File: src/rtl/apb_pwm_pkg.sv
// Shared definitions for the APB PWM responder: register offsets, CTRL bit
// positions and the APB handshake state encoding.
package apb_pwm_pkg;

  // Byte offsets of the register bank (bits [1:0] of PADDR are ignored).
  localparam logic [7:0] ADDR_CTRL     = 8'h00;
  localparam logic [7:0] ADDR_PRESCALE = 8'h04;
  localparam logic [7:0] ADDR_STATUS   = 8'h08;
  localparam logic [7:0] ADDR_DUTY0    = 8'h10;

  // CTRL register bit positions.
  localparam int unsigned CTRL_EN  = 0;
  localparam int unsigned CTRL_INV = 1;

  typedef enum logic [0:0] {
    StIdle,
    StRdDone
  } apb_state_e;

endpackage

File: src/rtl/pwm_channel.sv
// One PWM channel: shadow duty register plus registered comparator output.
//   clk_i     : clock
//   rst_i     : synchronous active-high reset
//   pwm_cnt_i : shared PWM counter
//   load_i    : copy duty_i into the shadow register this cycle
//   duty_i    : programmed duty value
//   en_i      : channel enable (output forced low when 0)
//   inv_i     : output polarity invert
//   pwm_o     : registered PWM output
module pwm_channel #(
  parameter int unsigned PWM_BITS = 8
) (
  input  logic                clk_i,
  input  logic                rst_i,
  input  logic [PWM_BITS-1:0] pwm_cnt_i,
  input  logic                load_i,
  input  logic [PWM_BITS-1:0] duty_i,
  input  logic                en_i,
  input  logic                inv_i,
  output logic                pwm_o
);

  logic [PWM_BITS-1:0] duty_sh_d, duty_sh_q;
  logic                pwm_d, pwm_q;

  always_comb begin
    duty_sh_d = load_i ? duty_i : duty_sh_q;
    // Compare against the shadow, never the live register, so a mid-period
    // write cannot shorten or stretch the current pulse.
    pwm_d     = en_i & ((pwm_cnt_i < duty_sh_q) ^ inv_i);
  end

  always_ff @(posedge clk_i) begin
    if (rst_i) begin
      duty_sh_q <= '0;
      pwm_q     <= 1'b0;
    end else begin
      duty_sh_q <= duty_sh_d;
      pwm_q     <= pwm_d;
    end
  end

  assign pwm_o = pwm_q;

endmodule

File: src/rtl/apb_pwm_responder.sv
// APB3 responder with an N_CH-channel PWM engine.
//   io_systemClk   : system clock, rising edge
//   io_systemReset : synchronous active-high reset
//   PSEL/PENABLE/PWRITE/PADDR/PWDATA : APB request
//   PRDATA/PREADY/PSLVERROR          : APB response (writes 0 wait, reads 1 wait)
//   o_pwm          : registered PWM outputs
// Registers: CTRL (EN, INV), PRESCALE[15:0], STATUS (period count, EN echo),
// DUTY[i]. Unmapped accesses and STATUS writes return PSLVERROR.
module apb_pwm_responder
  import apb_pwm_pkg::*;
#(
  parameter int unsigned ADDR_WIDTH = 16,
  parameter int unsigned N_CH       = 8,
  parameter int unsigned PWM_BITS   = 8
) (
  input  logic                  io_systemClk,
  input  logic                  io_systemReset,
  input  logic                  PSEL,
  input  logic                  PENABLE,
  input  logic                  PWRITE,
  input  logic [ADDR_WIDTH-1:0] PADDR,
  input  logic [31:0]           PWDATA,
  output logic [31:0]           PRDATA,
  output logic                  PREADY,
  output logic                  PSLVERROR,
  output logic [N_CH-1:0]       o_pwm
);

  apb_state_e          state_d, state_q;
  logic [31:0]         rdata_d, rdata_q;
  logic                rerr_d, rerr_q;
  logic                ctrl_en_d, ctrl_en_q;
  logic                ctrl_inv_d, ctrl_inv_q;
  logic [15:0]         prescale_d, prescale_q;
  logic [PWM_BITS-1:0] duty_d [N_CH];
  logic [PWM_BITS-1:0] duty_q [N_CH];
  logic [15:0]         pre_cnt_d, pre_cnt_q;
  logic [PWM_BITS-1:0] pwm_cnt_d, pwm_cnt_q;
  logic [15:0]         period_d, period_q;

  logic [ADDR_WIDTH-1:0] addr_w;
  logic                  sel_ctrl, sel_pre, sel_stat, mapped;
  logic [N_CH-1:0]       sel_duty;
  logic [31:0]           rd_mux;
  logic                  wr_fire, rd_fire, wr_err, wr_ok;
  logic                  tick, period_wrap, load;

  logic unused_bits;
  assign unused_bits = ^{PADDR[1:0], PWDATA[31:16]};

  // Address decode on the word address; upper address bits must be zero.
  assign addr_w = {PADDR[ADDR_WIDTH-1:2], 2'b00};

  always_comb begin
    sel_ctrl = (addr_w == ADDR_WIDTH'(ADDR_CTRL));
    sel_pre  = (addr_w == ADDR_WIDTH'(ADDR_PRESCALE));
    sel_stat = (addr_w == ADDR_WIDTH'(ADDR_STATUS));
    for (int i = 0; i < N_CH; i++) begin
      sel_duty[i] = (addr_w == ADDR_WIDTH'(int'(ADDR_DUTY0) + 4 * i));
    end
    mapped = sel_ctrl | sel_pre | sel_stat | (|sel_duty);
  end

  always_comb begin
    rd_mux = '0;
    if (sel_ctrl) begin
      rd_mux[CTRL_EN]  = ctrl_en_q;
      rd_mux[CTRL_INV] = ctrl_inv_q;
    end
    if (sel_pre)  rd_mux[15:0] = prescale_q;
    if (sel_stat) rd_mux[16:0] = {ctrl_en_q, period_q};
    for (int i = 0; i < N_CH; i++) begin
      if (sel_duty[i]) rd_mux[PWM_BITS-1:0] = duty_q[i];
    end
  end

  // APB handshake.
  always_comb begin
    wr_fire = (state_q == StIdle) & PSEL & PENABLE & PWRITE;
    rd_fire = (state_q == StIdle) & PSEL & PENABLE & ~PWRITE;
    wr_err  = ~mapped | sel_stat;
    wr_ok   = wr_fire & ~wr_err;

    state_d = state_q;
    rdata_d = rdata_q;
    rerr_d  = rerr_q;
    unique case (state_q)
      StIdle: begin
        if (rd_fire) begin
          state_d = StRdDone;
          rdata_d = rd_mux;
          rerr_d  = ~mapped;
        end
      end
      StRdDone: state_d = StIdle;
      default:  state_d = StIdle;
    endcase

    PREADY    = wr_fire | (state_q == StRdDone);
    PSLVERROR = wr_fire ? wr_err : ((state_q == StRdDone) & rerr_q);
    PRDATA    = (state_q == StRdDone) ? rdata_q : '0;
  end

  // Register bank writes.
  always_comb begin
    ctrl_en_d  = ctrl_en_q;
    ctrl_inv_d = ctrl_inv_q;
    prescale_d = prescale_q;
    duty_d     = duty_q;
    if (wr_ok) begin
      if (sel_ctrl) begin
        ctrl_en_d  = PWDATA[CTRL_EN];
        ctrl_inv_d = PWDATA[CTRL_INV];
      end
      if (sel_pre) prescale_d = PWDATA[15:0];
      for (int i = 0; i < N_CH; i++) begin
        if (sel_duty[i]) duty_d[i] = PWDATA[PWM_BITS-1:0];
      end
    end
  end

  // Prescaler, PWM counter and period counter.
  always_comb begin
    tick        = 1'b0;
    period_wrap = 1'b0;
    pre_cnt_d   = '0;
    pwm_cnt_d   = '0;
    period_d    = '0;
    if (ctrl_en_q) begin
      // >= rather than == so a PRESCALE write below the running count wraps
      // on the next cycle instead of running through 0xFFFF.
      tick        = (pre_cnt_q >= prescale_q);
      pre_cnt_d   = tick ? '0 : pre_cnt_q + 16'd1;
      pwm_cnt_d   = tick ? pwm_cnt_q + PWM_BITS'(1) : pwm_cnt_q;
      period_wrap = tick & (pwm_cnt_q == '1);
      period_d    = period_wrap ? period_q + 16'd1 : period_q;
    end
    // Shadows track DUTY continuously while disabled.
    load = ~ctrl_en_q | period_wrap;
  end

  always_ff @(posedge io_systemClk) begin
    if (io_systemReset) begin
      state_q    <= StIdle;
      rdata_q    <= '0;
      rerr_q     <= 1'b0;
      ctrl_en_q  <= 1'b0;
      ctrl_inv_q <= 1'b0;
      prescale_q <= '0;
      duty_q     <= '{default: '0};
      pre_cnt_q  <= '0;
      pwm_cnt_q  <= '0;
      period_q   <= '0;
    end else begin
      state_q    <= state_d;
      rdata_q    <= rdata_d;
      rerr_q     <= rerr_d;
      ctrl_en_q  <= ctrl_en_d;
      ctrl_inv_q <= ctrl_inv_d;
      prescale_q <= prescale_d;
      duty_q     <= duty_d;
      pre_cnt_q  <= pre_cnt_d;
      pwm_cnt_q  <= pwm_cnt_d;
      period_q   <= period_d;
    end
  end

  for (genvar g = 0; g < N_CH; g++) begin : g_ch
    pwm_channel #(
      .PWM_BITS(PWM_BITS)
    ) u_ch (
      .clk_i    (io_systemClk),
      .rst_i    (io_systemReset),
      .pwm_cnt_i(pwm_cnt_q),
      .load_i   (load),
      .duty_i   (duty_q[g]),
      .en_i     (ctrl_en_q),
      .inv_i    (ctrl_inv_q),
      .pwm_o    (o_pwm[g])
    );
  end

endmodule

File: config.mk
export PLATFORM = sky130hd
export DESIGN_NAME = apb_pwm_responder
export DESIGN_NICKNAME = d
export VERILOG_FILES = /design/src/rtl/apb_pwm_pkg.sv /design/src/rtl/pwm_channel.sv /design/src/rtl/apb_pwm_responder.sv
export SDC_FILE = /design/constraint.sdc
export NUM_CORES = 1
export LEC_CHECK = 0
export ABC_AREA = 1
export CAP_MARGIN = 30
export CORE_MARGIN = 4
export CORE_UTILIZATION = 60
export CTS_BUF_LIST = sky130_fd_sc_hd__clkbuf_16
export CTS_CLUSTER_DIAMETER = 30
export DETAILED_ROUTE_END_ITERATION = 12
export HOLD_SLACK_MARGIN = 0.03
export PLACE_DENSITY = 0.82
export SLEW_MARGIN = 20
export SYNTH_ARGS = -nofsm -noshare
export SYNTH_HDL_FRONTEND = slang
export SYNTH_SLANG_ARGS = --single-unit
File: constraint.sdc
create_clock -name io_systemClk -period 4.4 [get_ports io_systemClk]
set_input_delay 0.66 -clock io_systemClk [delete_from_list [all_inputs] [get_ports io_systemClk]]
set_output_delay 0.66 -clock io_systemClk [all_outputs]
set_load 0.005 [all_outputs]
## After elaboration in Yosys (flattened, before gate mapping)

Cells that the tools add are included.

- Output and inout port bits: 42
- Input port bits: 53
- Register bits: 213
- Word-level logic and storage cells: 121

- Reduce and logical (&&, ||, !) cells: 15
- Mux-type cells: 16
- Bitwise logic cells: 34
- Add/sub/neg operators: 3
- Order comparisons: 9
- Equal/unequal tests: 11

Operator list:

| cell | count |
|---|---|
| less-than comparator 8 bit | 8 |
| 2-to-1 mux 8 bit | 8 |
| == test 14 x 3 -> 1 bit (second input constant) | 4 |
| == test 14 x 4 -> 1 bit (second input constant) | 4 |
| 2-to-1 mux 17 bit | 2 |
| adder 16 x 1 -> 16 bit (second input constant) | 2 |
| AND reduction 2 bit | 11 |
| >= comparator 16 bit | 1 |
| logical NOT 16 bit | 1 |
| 2-to-1 mux 16 bit | 1 |
| AND 1 bit | 15 |
| == test 14 x 1 -> 1 bit (second input constant) | 1 |
| == test 14 x 2 -> 1 bit (second input constant) | 1 |
| adder 8 x 1 -> 8 bit (second input constant) | 1 |
| == test 8 bit (second input constant) | 1 |
| OR reduction 8 bit | 1 |
| bitwise XOR 1 bit | 8 |
| OR 1 bit | 6 |
| NOT 1 bit | 5 |
| 2-to-1 mux 1 bit | 3 |
| OR reduction 3 bit | 1 |
| 2-to-1 mux 2 bit | 1 |
| case mux 1 bit (2 select lines) | 1 |
| OR reduction 2 bit | 1 |

## Depth between registers and ports, before layout

Gate-level depths: netlist of the first run.

- Depth in word-level cells: 12
- Gate-level depth with buffers: 15

## Cells and area by module

Synthesis of the first run repeated with hierarchy kept, for this count alone.

- Cells, all modules: 1723
- Area total of the unflattened synthesis: 11633.7 um^2

Modules (own cells, without submodules):

| module | area each (um^2) | cells an instance | times used | seq. area each (um^2) |
|---|---|---|---|---|
| apb_pwm_responder | 7689.9 | 1187 | 1 | 2822.7 |
| pwm_channel | 493.0 | 67 | 8 | 180.2 |

## Worst setup path before layout of the first run

OpenSTA, ideal clock, no wires.

- Path type: input-to-output
- Start point: input port PADDR[9]
- End point: output port PSLVERROR
- Required time: 3.740 ns
- Arrival time: 2.024 ns
- Slack: 1.716 ns
- Buffers on the path: 2
- Stages on the path: 11
- Cells stage by stage: nor2_4 nand2_4 buf_6 nor4_2 nand2_2 nand2_1 nor3_1 nand3b_4 buf_12 nand2_1 a22o_1

- Longest elaborated chain between the ends: 7
- Elaborated cells between the ends (all ways): 18
- Those cells by class: eq/ne: 10; mux: 1; bitwise: 5; reduce/logical: 2

Ends and longest elaborated chain:

| item | RTL line | RTL |
|---|---|---|
| start, declared | apb_pwm_responder.sv:21 | `input logic [ADDR_WIDTH-1:0] PADDR,` |
| == test 14 x 1 -> 1 bit / logical NOT 16 bit (equally long branches) | apb_pwm_responder.sv:56, apb_pwm_responder.sv:55 |  |
| OR 1 bit (3 in a row) | apb_pwm_responder.sv:61 | `mapped = sel_ctrl \| sel_pre \| sel_stat \| (\|sel_duty);` |
| NOT 1 bit | apb_pwm_responder.sv:81 | `wr_err = ~mapped \| sel_stat;` |
| OR 1 bit (*) | apb_pwm_responder.sv:81 |  |
| 2-to-1 mux 1 bit (*) | apb_pwm_responder.sv:100 | `PSLVERROR = wr_fire ? wr_err : ((state_q == StRdDone) & rerr_q);` |
| end, declared | apb_pwm_responder.sv:25 | `output logic PSLVERROR,` |

Mark *: on every way between the ends. The rest lies on a longest branch, timed or not.

## Worst setup path after layout of the first run

- Start point: input port PADDR[3]
- End point: output port PSLVERROR

Same word-level chain as after synthesis.

==> results of run 1 <==
## cells in the final DEF (no fill, tap or decap), types with 3 or more instances in the layout
cell type	synthesis	final
clkbuf_16	0	44
bufinv_16	0	7
nand2_2	3	3
xnor2_1	3	3
nor2_2	4	4
clkinvlp_4	0	6
nand2_1	340	339
nand4_1	30	30
nor4_1	5	5
a31oi_1	3	3
dfxtp_1	213	213
nor2_4	3	3
xor2_1	13	13
nor3_1	22	22
a21boi_0	8	8
o221ai_1	8	8
nand3_1	43	43
inv_1	227	229
o211ai_1	18	18
clkdlybuf4s50_1	0	61
nor4_4	3	4
o21ai_0	102	102
nor3b_1	6	6
buf_4	23	17
clkinv_2	0	4
conb_1	1	15
inv_2	4	4
clkinv_1	1	10
nand3_2	3	3
inv_6	0	4
nor2_1	246	246
nand3_4	8	8
ha_1	75	75
a21oi_1	140	140
## routing by layer
metal / vias to the layer above / GRT usage [%] / wire [um]
met5: - / 0 / 0
met4: 0 / 12.8 / 1430
met1: 4932 / 37.5 / 13100
met3: 111 / 4.97 / 2710
li1: 5308 / - / -
met2: 479 / 46.1 / 14100
## metrics by stage
step	utilization [%]	setup WS, ns	power, mW	instances	hold slack, ns
6_report	72.2	0.549	5.40	1950	0.471
5_1_grt	72.2	0.408	5.52	1950	0.488
3_3_place_gp	64.3	0.652	2.11	1871	0.446
4_1_cts	72.2	0.594	5.41	1950	0.472
2_1_floorplan	-	1.72	2.06	1649	0.430
3_5_place_dp	64.3	0.613	2.11	1871	0.460
## area by class of cell
class	instances	area, um^2
Fill cell	1453	5210
Sequential cell	213	4260
Multi-Input combinational cell	1112	5870
Clock buffer	44	1100
Timing Repair Buffer	80	778
Tap cell	234	293
Inverter	232	873
Clock inverter	35	380
## flip-flops by register name, summed over array words and instances (netlist names), 8 cells and up
| name | cells |
|---|---|
| duty_q | 64 |
| rdata_q | 17 |
| pwm_cnt_q | 8 |
| period_q | 16 |
| g_ch.u_ch.pwm_o | 8 |
| prescale_q | 16 |
| pre_cnt_q | 16 |
| g_ch.u_ch.duty_sh_q | 64 |
## cell families after synthesis
kind of cell,after synthesis,synth area share [%]
xor+xnor,16,1.22
compound gates,282,13.2
simple gates,724,27.9
flops,213,37.2
other cells,1,0.0327
fa+ha+maj,75,8.18
buf+inv,324,12.3
## critical path: cells and delay by family
family | cells | cell delay, ns
buf+inv | 4 | 1.38
simple gates | 7 | 0.94
compound gates | 1 | 0.21
## power breakdown
part | internal (mW) | switching [mW] | total (mW)
sequential | 1.94 | 0.00366 | 1.94
combinational | 0.0489 | 0.0914 | 0.140
clock | 2.23 | 1.09 | 3.32
## worst min-delay path by stage
| stage | slack, ns | depth (start not counted) | to | startpoint |
|---|---|---|---|---|
| 6_report | 0.47 | 2 | g_ch[3].u_ch.duty_sh_q[7]$_SDFFE_PP0P_ | duty_q[39]$_SDFFE_PP0P_ |
| 2_1_floorplan | 0.43 | 1 | pre_cnt_q[0]$_SDFF_PP0_ | pre_cnt_q[0]$_SDFF_PP0_ |
| 4_1_cts | 0.47 | 2 | rdata_q[3]$_SDFFE_PP0P_ | rdata_q[3]$_SDFFE_PP0P_ |
| 3_3_place_gp | 0.45 | 1 | pre_cnt_q[0]$_SDFF_PP0_ | pre_cnt_q[0]$_SDFF_PP0_ |
| 3_5_place_dp | 0.46 | 2 | rdata_q[7]$_SDFFE_PP0P_ | rdata_q[7]$_SDFFE_PP0P_ |
| 5_1_grt | 0.49 | 2 | g_ch[7].u_ch.duty_sh_q[1]$_SDFFE_PP0P_ | duty_q[1]$_SDFFE_PP0P_ |
==> results.json, run 1 <==
{
  "worst_setup_path_end_kind": "primary output",
  "viasPerCell": 5.55,
  "finalHoldViolCount": 0,
  "crit_path_cell_trace": "clkdlybuf4s50_1, inv_2, nor2_4, nand2_1, nor2_2, nand2_2, inv_1, nor3_1, nand3b_4, nand2_1, a22o_1, clkdlybuf4s50_1",
  "critPathRequiredTime_ns": 3.74,
  "die_h_um": 146,
  "synthTopCellsByCount": "340 x nand2_1, 246 x nor2_1, 227 x inv_1",
  "fin_skew_ns": 0.0218,
  "worstReg2RegEnd": "g_ch[4].u_ch.duty_sh_q[5]$_SDFFE_PP0P_",
  "ys.flop_type": "dfxtp_1",
  "critPathKind": "input pin to primary output",
  "grt_overflow_total": 0,
  "grt_max_degree": 64,
  "synth_edf_count": 0,
  "synth_seq_cells": 213,
  "pin_count": 95,
  "clock_sinks": 213,
  "yosysSeqAreaShare_pct": 37.2,
  "htree_num_levels": 2,
  "place_area_mm2": 0.0121,
  "die_w_um": 146,
  "diodes": 0,
  "netlist_instances": 1635,
  "clockBufferDepth": 3,
  "vias": 10800,
  "arrival_ns": 3.19,
  "first_iter_violations": 1204,
  "cts-resized-gates": 0,
  "nNetsFinal": 1811,
  "synth_largest_area_cell": "dfxtp_1",
  "setup-violations-final": 0,
  "final_antenna_net_count": 0,
  "worstMarginPinSlew_ns": 0.865,
  "rsz0062_at_grt": "false",
  "drive_gt1_share_pct": 7.17,
  "die-area_mm2": 0.0214,
  "cellPowerDensity_mw_per_mm2": 398,
  "setup_tns_ns": 0,
  "first_pass_iters": 6,
  "worst_r2r_path_depth": 13,
  "outcome": "finished clean",
  "port_buffers": 61,
  "critPathMaxStageDelay_ns": 0.60,
  "grt_pass1_wl_mm": 50.3,
  "cts_tree": "yes",
  "start_util_pct": 61.1,
  "crit_end": "PSLVERROR",
  "grtUsageTotal_pct": 28.5,
  "yosysMostFrequentCell": "nand2_1",
  "insertion_delay_ns": 0.53,
  "finalCritPeriodShare_pct": 87.5,
  "slew_violations": 0,
  "path_max_fanout": 10,
  "cts_buffers": 44,
  "rows": 50,
  "root_buffer": "clkbuf_16",
  "r2r_slack_ns": 1.14,
  "reg2reg_from": "prescale_q[13]$_SDFFE_PP0P_",
  "timing.final.crit_period_ns": 3.85,
  "leakagePower_nw": 5.91,
  "cts_hold_buf": 0,
  "cap_violations": 0,
  "cts_setup_buffers": 0,
  "grt_antenna_before_repair": 0,
  "grt_pass1_vias": 10200,
  "slew_headroom_pct": 42.2,
  "synth_top_area_share_pct": 37.2,
  "clkTransAtPathRegs_ns": 0.04,
  "area_growth_pct": 18.2,
  "drt-wirelength-per-cell_um": 16.1,
  "ys_async_sr_fraction_pct": 0,
  "yosys_warnings": 0,
  "clock.fmax_ghz": 0.260,
  "synth.area.top_cells": "dfxtp_1 37%, nand2_1 11%, ha_1 8.2%",
  "synthesis.area_mm2": 0.0115,
  "place_hpwl_mm": 21.2,
  "core_mm2": 0.0188,
  "ys_types": 43,
  "drc_errors": 0,
  "globalplace.congestion": 0.930,
  "slowest_stage": "clkdlybuf4s50_1",
  "wirelength_mm": 31.3,
  "final_area_mm2": 0.0136,
  "avgSynthCellArea_um2": 7.01,
  "startpoint": "PADDR[3]",
  "crit_path_start_kind": "input pin",
  "hold_path.class": "flip-flop to flip-flop",
  "ir_drop_uv": 265
}
No activity file was read; power rests on OpenSTA's default activity.
==> run 2: changes to the inputs <==
--- a/config.mk
+++ b/config.mk
@@ -12,9 +12,9 @@
 export CTS_BUF_LIST = sky130_fd_sc_hd__clkbuf_16
 export CTS_CLUSTER_DIAMETER = 30
 export DETAILED_ROUTE_END_ITERATION = 12
+export DONT_BUFFER_PORTS = 1
 export HOLD_SLACK_MARGIN = 0.03
-export PLACE_DENSITY = 0.82
-export SLEW_MARGIN = 20
+export PLACE_DENSITY = 0.76
 export SYNTH_ARGS = -nofsm -noshare
 export SYNTH_HDL_FRONTEND = slang
 export SYNTH_SLANG_ARGS = --single-unit
==> run 2 against run 1 <==
Effect of this change: via count shrank 4.2%; utilization decreased by 3.4 points; setup slack better by 0.61 ns; combinational power down 41%; sequential share of layout area is 1.5 points higher; flip-flop and latch count unchanged; design area is 4.7% lower.
==> results.json, run 2 (synthesis gave the netlist of run 1 again) <==
{
  "finalCritPeriodShare_pct": 73.7,
  "placed_cells": 1805,
  "wirelength_mm": 30.5,
  "clock_sinks": 213,
  "cellPowerDensity_mw_per_mm2": 414,
  "setup-violations-final": 0,
  "p_switching_mw": 1.09,
  "core_mm2": 0.0188,
  "grt_pass1_vias": 9649,
  "slew_violations": 0,
  "port_buffers": 0,
  "rows": 50,
  "pwr-share-clk_pct": 62.1,
  "crit_path_start_kind": "flip-flop",
  "pin_count": 95,
  "grt_pass1_wl_mm": 49.0,
  "setup_tns_ns": 0,
  "p_sw_share_pct": 20.4,
  "critPathMaxStageDelay_ns": 0.45,
  "cap_violations": 0,
  "layout.cells.non_filler": 1883,
  "insertion_delay_ns": 0.52,
  "cts_setup_buffers": 0,
  "first_pass_iters": 8,
  "top_regs": "duty_q (64), g_ch.u_ch.duty_sh_q (64), rdata_q (17)",
  "critPathTopFamily": "simple AND/OR/NAND/NOR gates",
  "r2r_slack_ns": 1.16,
  "path_max_fanout": 82,
  "first_iter_violations": 888,
  "clockBufferDepth": 3,
  "outcome": "finished clean",
  "grt_max_degree": 83,
  "die_w_um": 146,
  "pre_cts_ws_ns": 1.24,
  "worstReg2RegEnd": "g_ch[5].u_ch.duty_sh_q[1]$_SDFFE_PP0P_",
  "worst_setup_path_end_kind": "flip-flop",
  "cts_hold_buf": 0,
  "layout_commonest_cell": "nand2_1",
  "place_hpwl_mm": 20.9,
  "crit_cells": 12,
  "ir_drop_uv": 312,
  "grt_overflow_total": 0,
  "die-area_mm2": 0.0214,
  "seqPwrFrac_pct": 36.3,
  "pwr-share-comb_pct": 1.5,
  "nNetsFinal": 1745,
  "worstMarginPinSlew_ns": 0.769,
  "grtUsageTotal_pct": 28.2,
  "final_antenna_net_count": 0,
  "critPathKind": "flip-flop to flip-flop",
  "drive_gt1_share_pct": 6.91,
  "leakagePower_nw": 5.69,
  "root_buffer": "clkbuf_16",
  "clkTransAtPathRegs_ns": 0.05,
  "cts_tree": "yes",
  "startpoint": "prescale_q[7]$_SDFFE_PP0P_",
  "cell_internal_pwr_mw": 4.26,
  "slowest_stage": "nand2_1",
  "path_buf_inv": 3,
  "die_h_um": 146,
  "cts-resized-gates": 0,
  "slew_headroom_pct": 48.3,
  "arrival_ns": 3.68,
  "nFillCells": 1570,
  "area_growth_pct": 12.7,
  "crit_end": "g_ch[5].u_ch.duty_sh_q[1]$_SDFFE_PP0P_",
  "worst_r2r_path_depth": 12,
  "drc_errors": 0,
  "drt-wirelength-per-cell_um": 16.2,
  "hold_path.class": "input pin to flip-flop",
  "viasPerCell": 5.51,
  "crit_top_cell": "nand2_1",
  "start_util_pct": 61.1,
  "rsz0062_at_grt": "false",
  "diodes": 0,
  "finalHoldViolCount": 0,
  "mostFrequentLayoutCells": "339 x nand2_1, 246 x nor2_1, 232 x inv_1, 213 x dfxtp_1, 140 x a21oi_1",
  "fin_skew_ns": 0.0154,
  "vias": 10400,
  "layout_setup_ws_ns": 1.16,
  "clock.fmax_ghz": 0.309,
  "htree_num_levels": 2,
  "cts_buffers": 44,
  "crit_path_cell_trace": "inv_1, ha_1, nand4_1, nor3_1, nand2_1, nand3_2, nand2_1, nand2_4, buf_4, buf_16, o21ai_0, a21oi_1",
  "critPathRequiredTime_ns": 4.84,
  "reg2reg_from": "prescale_q[7]$_SDFFE_PP0P_",
  "grt_antenna_before_repair": 0,
  "timing.final.crit_period_ns": 3.24,
  "globalplace.congestion": 0.973
}
## run 2: changes by cell type in the layout (fill, tap and decap cells not counted), moves of 2 or more
cell	delta
clkdlybuf4s50_1	-61
buf_4	-5
clkinvlp_4	-5
inv_1	+3
inv_6	-3
clkinv_2	+2
## run 2: layout make-up
class                      instances  area (um^2)  area share (%)
sequential                       213         4260            33.0
clock buffer                      45         1130            8.72
tap                              234          293            2.27
multi-input combinational       1112         5870            45.4
timing repair buffer              14          138            1.07
clock inverter                    33          360            2.79
inverter                         232          873            6.76
## run 2: routing by layer
metal  up-vias  wire length (um)  GRT usage (%)
met5         -                 0              0
met4         0              1100           10.8
met3        77              2570           5.80
met2       397             13700           44.5
met1      4736             13100           38.1
li1       5167                 -              -
## run 2: stage by stage
step | util (%) | hold slack (ns) | total power, mW | cell area, um^2
after floorplan | - | 0.430 | 2.06 | 11500
after global placement | 60.8 | 0.442 | 2.06 | 11400
after detailed placement | 60.9 | 0.453 | 2.06 | 11400
after CTS | 68.8 | 0.201 | 5.37 | 12900
after global routing | 68.8 | 0.198 | 5.48 | 12900
final | 68.8 | 0.207 | 5.35 | 12900
## run 2: worst register-to-register path, stage by stage, from the launching register on
cell	delay [ns]
dfxtp_1	0.38
inv_1	0.10
ha_1	0.33
nand4_1	0.12
nor3_1	0.20
nand2_1	0.10
nand3_2	0.23
nand2_1	0.45
nand2_4	0.15
buf_4	0.42
buf_16	0.32
o21ai_0	0.18
a21oi_1	0.19
## run 2: worst min-delay path by stage
| stage | cells past startpoint | to | start |
|---|---|---|---|
| global placement | 1 | pre_cnt_q[0]$_SDFF_PP0_ | pre_cnt_q[0]$_SDFF_PP0_ |
| detailed placement | 2 | rdata_q[16]$_SDFFE_PP0P_ | rdata_q[16]$_SDFFE_PP0P_ |
| CTS | 1 | rdata_q[7]$_SDFFE_PP0P_ | io_systemReset |
| floorplan | 1 | pre_cnt_q[0]$_SDFF_PP0_ | pre_cnt_q[0]$_SDFF_PP0_ |
| finish | 1 | rdata_q[7]$_SDFFE_PP0P_ | io_systemReset |
| global route | 1 | rdata_q[5]$_SDFFE_PP0P_ | io_systemReset |
## run 2: power by group through the flow
stage               Sequential [mW]  Clock, mW  Combinational, mW
floorplan                      1.98          0             0.0843
global placement               1.98          0             0.0790
detailed placement             1.98          0             0.0797
CTS                            1.94       3.34             0.0810
global route                   1.94       3.45             0.0916
finish                         1.94       3.32             0.0820
